## src/rtl/btn_reset_conditioner.sv

```systemverilog
// btn_reset_conditioner
// Conditions the raw reset and NMI board buttons for the system core.
// Each button is synchronised (two flops), normalised to pressed=1 and
// debounced. The debounced reset button, together with power-on (RST),
// drives a small FSM that stretches SYS_RESET to at least RESET_HOLD
// cycles. A debounced NMI press seen while running becomes a one-cycle
// NMI_PULSE.
//
// The FSM and the NMI edge detector look at the debounced value being
// committed on the current edge (btn_next). SYS_RESET and NMI_PULSE
// therefore change on the same edge as the BTN_STATE bit that causes
// them. Every output is a flop, so no input reaches an output
// combinationally.
//
// Handshake: this block has no valid/ready interfaces. All outputs are
// plain registered levels, except NMI_PULSE, which is a one-cycle strobe
// with no back-pressure.

module btn_reset_conditioner #(
  parameter int unsigned DEBOUNCE_CYCLES = 320000,
  parameter int unsigned RESET_HOLD      = 1024,
  parameter bit          BTN_ACTIVE      = 1'b1
) (
  input  logic       CLK_32MHZ,
  input  logic       RST,
  input  logic       BTN_RESET_RAW,
  input  logic       BTN_NMI_RAW,
  output logic       SYS_RESET,
  output logic       NMI_PULSE,
  output logic [1:0] BTN_STATE
);

  localparam int DW = $clog2(DEBOUNCE_CYCLES);
  localparam int HW = $clog2(RESET_HOLD);

  localparam logic [DW-1:0] DB_LAST   = DW'(DEBOUNCE_CYCLES - 1);
  localparam logic [HW-1:0] HOLD_LAST = HW'(RESET_HOLD - 1);

  typedef enum logic [1:0] {
    POR_HOLD = 2'd0,
    RUN      = 2'd1,
    BTN_HELD = 2'd2,
    REL_HOLD = 2'd3
  } state_t;

  // Bit 1 carries the NMI button and bit 0 the reset button, in every vector below.
  logic [1:0]         sync1;
  logic [1:0]         sync2;
  logic [1:0]         pressed;
  logic [1:0][DW-1:0] db_cnt;
  logic [1:0][DW-1:0] cnt_next;
  logic [1:0]         btn_next;

  state_t             state;
  state_t             state_next;
  logic [HW-1:0]      hold_cnt;
  logic [HW-1:0]      hold_next;
  logic               nmi_next;

  // Two-flop synchronisers. On reset they hold the raw not-pressed level.
  always_ff @(posedge CLK_32MHZ) begin
    if (RST) begin
      sync1 <= {2{~BTN_ACTIVE}};
      sync2 <= {2{~BTN_ACTIVE}};
    end else begin
      sync1 <= {BTN_NMI_RAW, BTN_RESET_RAW};
      sync2 <= sync1;
    end
  end

  // Convert the synchronised raw level to pressed=1, whatever the button polarity.
  assign pressed = BTN_ACTIVE ? sync2 : ~sync2;

  // Debounce step for each button. The count restarts whenever the input agrees with the accepted state.
  always_comb begin
    btn_next = BTN_STATE;
    cnt_next = '0;
    for (int i = 0; i < 2; i++) begin
      if (pressed[i] != BTN_STATE[i]) begin
        if (db_cnt[i] == DB_LAST) begin
          btn_next[i] = pressed[i];
        end else begin
          cnt_next[i] = db_cnt[i] + DW'(1);
        end
      end
    end
  end

  // Debounce counters and the accepted button state.
  always_ff @(posedge CLK_32MHZ) begin
    if (RST) begin
      db_cnt    <= '0;
      BTN_STATE <= 2'b00;
    end else begin
      db_cnt    <= cnt_next;
      BTN_STATE <= btn_next;
    end
  end

  // Reset-stretch FSM: next state, hold count and NMI edge detect.
  always_comb begin
    state_next = state;
    hold_next  = hold_cnt;
    unique case (state)
      POR_HOLD, REL_HOLD: begin
        if (btn_next[0]) begin
          state_next = BTN_HELD;
          hold_next  = '0;
        end else if (hold_cnt == HOLD_LAST) begin
          state_next = RUN;
          hold_next  = '0;
        end else begin
          hold_next  = hold_cnt + HW'(1);
        end
      end
      RUN: begin
        hold_next = '0;
        if (btn_next[0]) state_next = BTN_HELD;
      end
      BTN_HELD: begin
        hold_next = '0;
        if (!btn_next[0]) state_next = REL_HOLD;
      end
      default: begin
        state_next = POR_HOLD;
        hold_next  = '0;
      end
    endcase
    // Only a fresh press while running counts. A reset press on the same edge takes priority.
    nmi_next = btn_next[1] & ~BTN_STATE[1] & (state == RUN) & ~btn_next[0];
  end

  // FSM state, hold counter and the registered outputs.
  always_ff @(posedge CLK_32MHZ) begin
    if (RST) begin
      state     <= POR_HOLD;
      hold_cnt  <= '0;
      SYS_RESET <= 1'b1;
      NMI_PULSE <= 1'b0;
    end else begin
      state     <= state_next;
      hold_cnt  <= hold_next;
      SYS_RESET <= (state_next != RUN);
      NMI_PULSE <= nmi_next;
    end
  end

endmodule
```

## config.mk

```make
export PLATFORM = sky130hd
export DESIGN_NAME = btn_reset_conditioner
export DESIGN_NICKNAME = d
export VERILOG_FILES = /design/src/rtl/btn_reset_conditioner.sv
export SDC_FILE = /design/constraint.sdc
export NUM_CORES = 1
export LEC_CHECK = 0
export ABC_CLOCK_PERIOD_IN_PS = 5000
export CORE_AREA = 2 2 75 77
export CTS_CLUSTER_SIZE = 12
export DETAILED_ROUTE_END_ITERATION = 8
export DIE_AREA = 0 0 77 79
export PLACE_DENSITY_LB_ADDON = 0.3
export SLEW_MARGIN = 0
export SYNTH_ARGS = -nofsm -noshare
export SYNTH_HDL_FRONTEND = slang
export SYNTH_SLANG_ARGS = --single-unit
```

## constraint.sdc

```tcl
create_clock -name CLK_32MHZ -period 5 [get_ports CLK_32MHZ]
set_input_delay 1 -clock CLK_32MHZ [delete_from_list [all_inputs] [get_ports CLK_32MHZ]]
set_output_delay 1 -clock CLK_32MHZ [all_outputs]
set_load 0.1 [all_outputs]
```

==> summary.txt <==
Clocking
  – Clock Latency Late Sink: roughly 340 ps
  – Clk sink count: a little under 60
  – Root Buffer: clkbuf_8
  – Num CTS Buffers: 9
  – CTS H-tree lvls: 3
  – Reg clk slew, reported paths: 60 ps
  – CTS tree: done
  – Post-CTS Hold Fix Bufs: 0
  – Clk buf depth: 2
  – Post-CTS setup buffer count: 0
  – CTS resizes: 0

Global routing
  – Largest net degree at the start of global routing: 18
  – Busiest grt layer: met2
  – Vias in the first global route: approximately 1600
  – Met1 GRT Util: 0.190
  – Global-route wire length before repair: just over 7 mm
  – Tot GR Track Use: 0.150
  – M3 GR Usage: 0.0511
  – Gr ovfl total: 0
  – Initial antenna violation count: 0
  – GR Util met2: 0.221

Pwr
  – Pwr per Cell Area: roughly 360 nW/um^2
  – Total Power: roughly 1.0 mW
  – Static leakage: between 0.9 and 1 nW
  – VDD IR max: slightly below 0.2 mV

Setup path
  – CP max stage cell: clkdlybuf4s50_1
  – CP bufs+invs: 1
  – Req. time, crit path: ~4000 ps
  – Critical Path Start: BTN_STATE[1]$_SDFF_PP0_
  – Crit-path max FO: 4
  – Critical Path, Cell by Cell: clkdlybuf4s50_1
  – R2R Path Start: db_cnt[19]$_SDFF_PP0_
  – Setup crit end kind: primary output
  – Register-to-Register Path Depth: 6
  – CP Depth: 1
  – CP Capture Point: BTN_STATE[1]
  – R2r setup slk: between 3000 and 4000 ps
  – CP arrival: around 1900 ps
  – FF-to-FF End: db_cnt[28]$_SDFF_PP0_
  – Crit Path Class: flip-flop to primary output
  – Startpoint Class: flip-flop
  – Max stage delay on crit path: around 1200 ps
  – Top Family by Delay on Critical Path: buffers and inverters

Die
  – Ports: 8
  – Die ar.: a little over 6000 sq um
  – Die X: between 70 and 80 um
  – Row count: 27
  – Die span in y: 79 um
  – Initial Util: 0.466
  – CORE AREA: 5340 sq um

Cells and area
  – Commonest non-fill, non-tap cells in the layout: dfxtp_1 (58), nor2_1 (55), xor2_1 (21), xnor2_1 (21), nand3_1 (18)
  – Commonest non-fill, non-tap cell in the layout: dfxtp_1
  – Area taken by multi-input logic gates: between 1000 and 1500 sq um
  – Filler Cells Inserted: just over 500
  – Fin nets: 295
  – Post-route cell area: 2860 sq um
  – Register area: about 1200 sq um
  – Synthesis-to-layout area growth: 14.8%
  – Share of cells above drive strength 1: 0.0928
  – Ant. Diodes: 0

Timing
  – Post-route minimum period: roughly 2900 ps
  – RSZ-0062 raised after global routing: no
  – Final Hold Viols: 0
  – Setup Viol. Count Final: 0
  – Setup Skew: ~8.8 ps
  – Max-slew headroom: 0.356
  – F_max: approximately 0.35 GHz
  – Final slew viol count: 0
  – Worst-margin pin slew: slightly below 1000 ps
  – Final period util: 0.575
  – Total negative setup slack: 0 ps
  – Fin Hold WS: approximately 440 ps

Flow run
  – Max-cap viol count: 0

Place
  – Placed inst area: 2620 sq um
  – Port-buffer cells: 7
  – Final HPWL DP: roughly 2.7 mm
  – Routability cong.: between 0.7 and 0.8

Synth
  – Register area share after synthesis: 0.467
  – Mapped Nets: approximately 280
  – Syn avg cell area: slightly above 9 sq um
  – Yosys warning count: 0
  – Synthesized cell area: between 2000 and 2500 sq um
  – Syn Inst Count: 272
  – Cell variety after synth: 40
  – Seq cells post-synth: 58

Detailed routing
  – Via density: 4.85
  – DR iter-0 viols: 51
  – Final ANT Viol Nets: 0
  – Total iterations of the first detailed-routing run: 4
  – Vias: 1761
  – DRC Markers: 0
  – Total wire length: between 4 and 5 mm
  – Routed WL per cell: 11.0 um

Run status
  – Run status: complete, no violations

Worst hold path
  – Hold Crit Class: flip-flop to flip-flop
[per-stage QoR]
| step | setup slack [ps] | std cells | utilization |
|---|---|---|---|
| 5_1_grt | 2070 | 363 | 0.535 |
| 3_5_place_dp | 2400 | 347 | 0.490 |
| 2_1_floorplan | 2990 | 272 | - |
| 4_1_cts | 2100 | 363 | 0.535 |
| 3_3_place_gp | 2410 | 347 | 0.490 |
| 6_report | 2120 | 363 | 0.535 |
[cell type report]
| type | instances | area share |
|---|---|---|
| multi-input cells | 201 | 0.442 |
| flip-flops and latches | 58 | 0.407 |
| clock buffers | 12 | 0.0578 |
| well taps | 72 | 0.0316 |
| clock inverters | 4 | 0.0254 |
| repair buffers | 7 | 0.0245 |
| inverters | 9 | 0.0118 |
[how the worst min path moves through the flow]
stage                         start                    end  depth (start not counted)
6_report       db_cnt[0]$_SDFF_PP0_   db_cnt[0]$_SDFF_PP0_                          1
3_3_place_gp    sync1[1]$_SDFF_PP0_  pressed[1]$_SDFF_PP0_                          1
4_1_cts        db_cnt[0]$_SDFF_PP0_   db_cnt[0]$_SDFF_PP0_                          1
2_1_floorplan  db_cnt[0]$_SDFF_PP0_   db_cnt[0]$_SDFF_PP0_                          1
5_1_grt         sync1[0]$_SDFF_PP0_  pressed[0]$_SDFF_PP0_                          1
3_5_place_dp    sync1[1]$_SDFF_PP0_  pressed[1]$_SDFF_PP0_                          1
[cell families after synthesis]
kind of cell	after synthesis	share of synthesized area
AO/OA/AOI/OAI	11	0.0332
XOR/XNOR	42	0.148
adder cells (fa/ha/maj)	5	0.0252
buffers and inverters	13	0.0252
flip-flops	58	0.467
multiplexers	1	0.00403
AND/OR/NAND/NOR	142	0.297
[metal layers]
layer	part of all wire	vias up
li1	-	943
met1	0.53	790
met2	0.41	17
met3	0.033	11
met4	0.027	0
met5	0	-
[state kept, by name (all words and copies together), names as in the netlist]
| signal | flops |
|---|---|
| SYS_RESET | 1 |
| sync1 | 2 |
| state | 2 |
| NMI_PULSE | 1 |
| BTN_STATE | 2 |
| hold_cnt | 10 |
| pressed | 2 |
| db_cnt | 38 |
[power by group]
part	switching, mW	internal, mW
Combinational	0.0328	0.0204
Sequential	0.00865	0.473
Clock	0.186	0.320
Total	0.227	0.814
[cell usage after synthesis, drive strengths merged]
cell      n  area, sq um
dfxtp    58         1160
nor2     55          206
xnor2    21          184
xor2     21          184
nand3    19          100
nand2    15         56.3
and3     11         70.1
nor3     10         50.1
inv       9         33.8
nand4     7         58.8
ha        5         62.6
and4      4         38.8
buf       4         28.8
nor2b     4         25.0
o21ai     4         20.0
nand2b    3         18.8
nor4      3         18.8
or3       3         23.8
a21oi     2         10.0
and2      2         15.0
nor4b     2         23.8
nor4bb    2         20.0
a311oi    1         15.0
a32o      1         10.0
mux2i     1         10.0
nor3b     1         7.51
o2111ai   1         8.76
o21bai    1         11.3
o31ai     1         7.51
or2       1         6.26
Power figures use the tool's default switching activity.
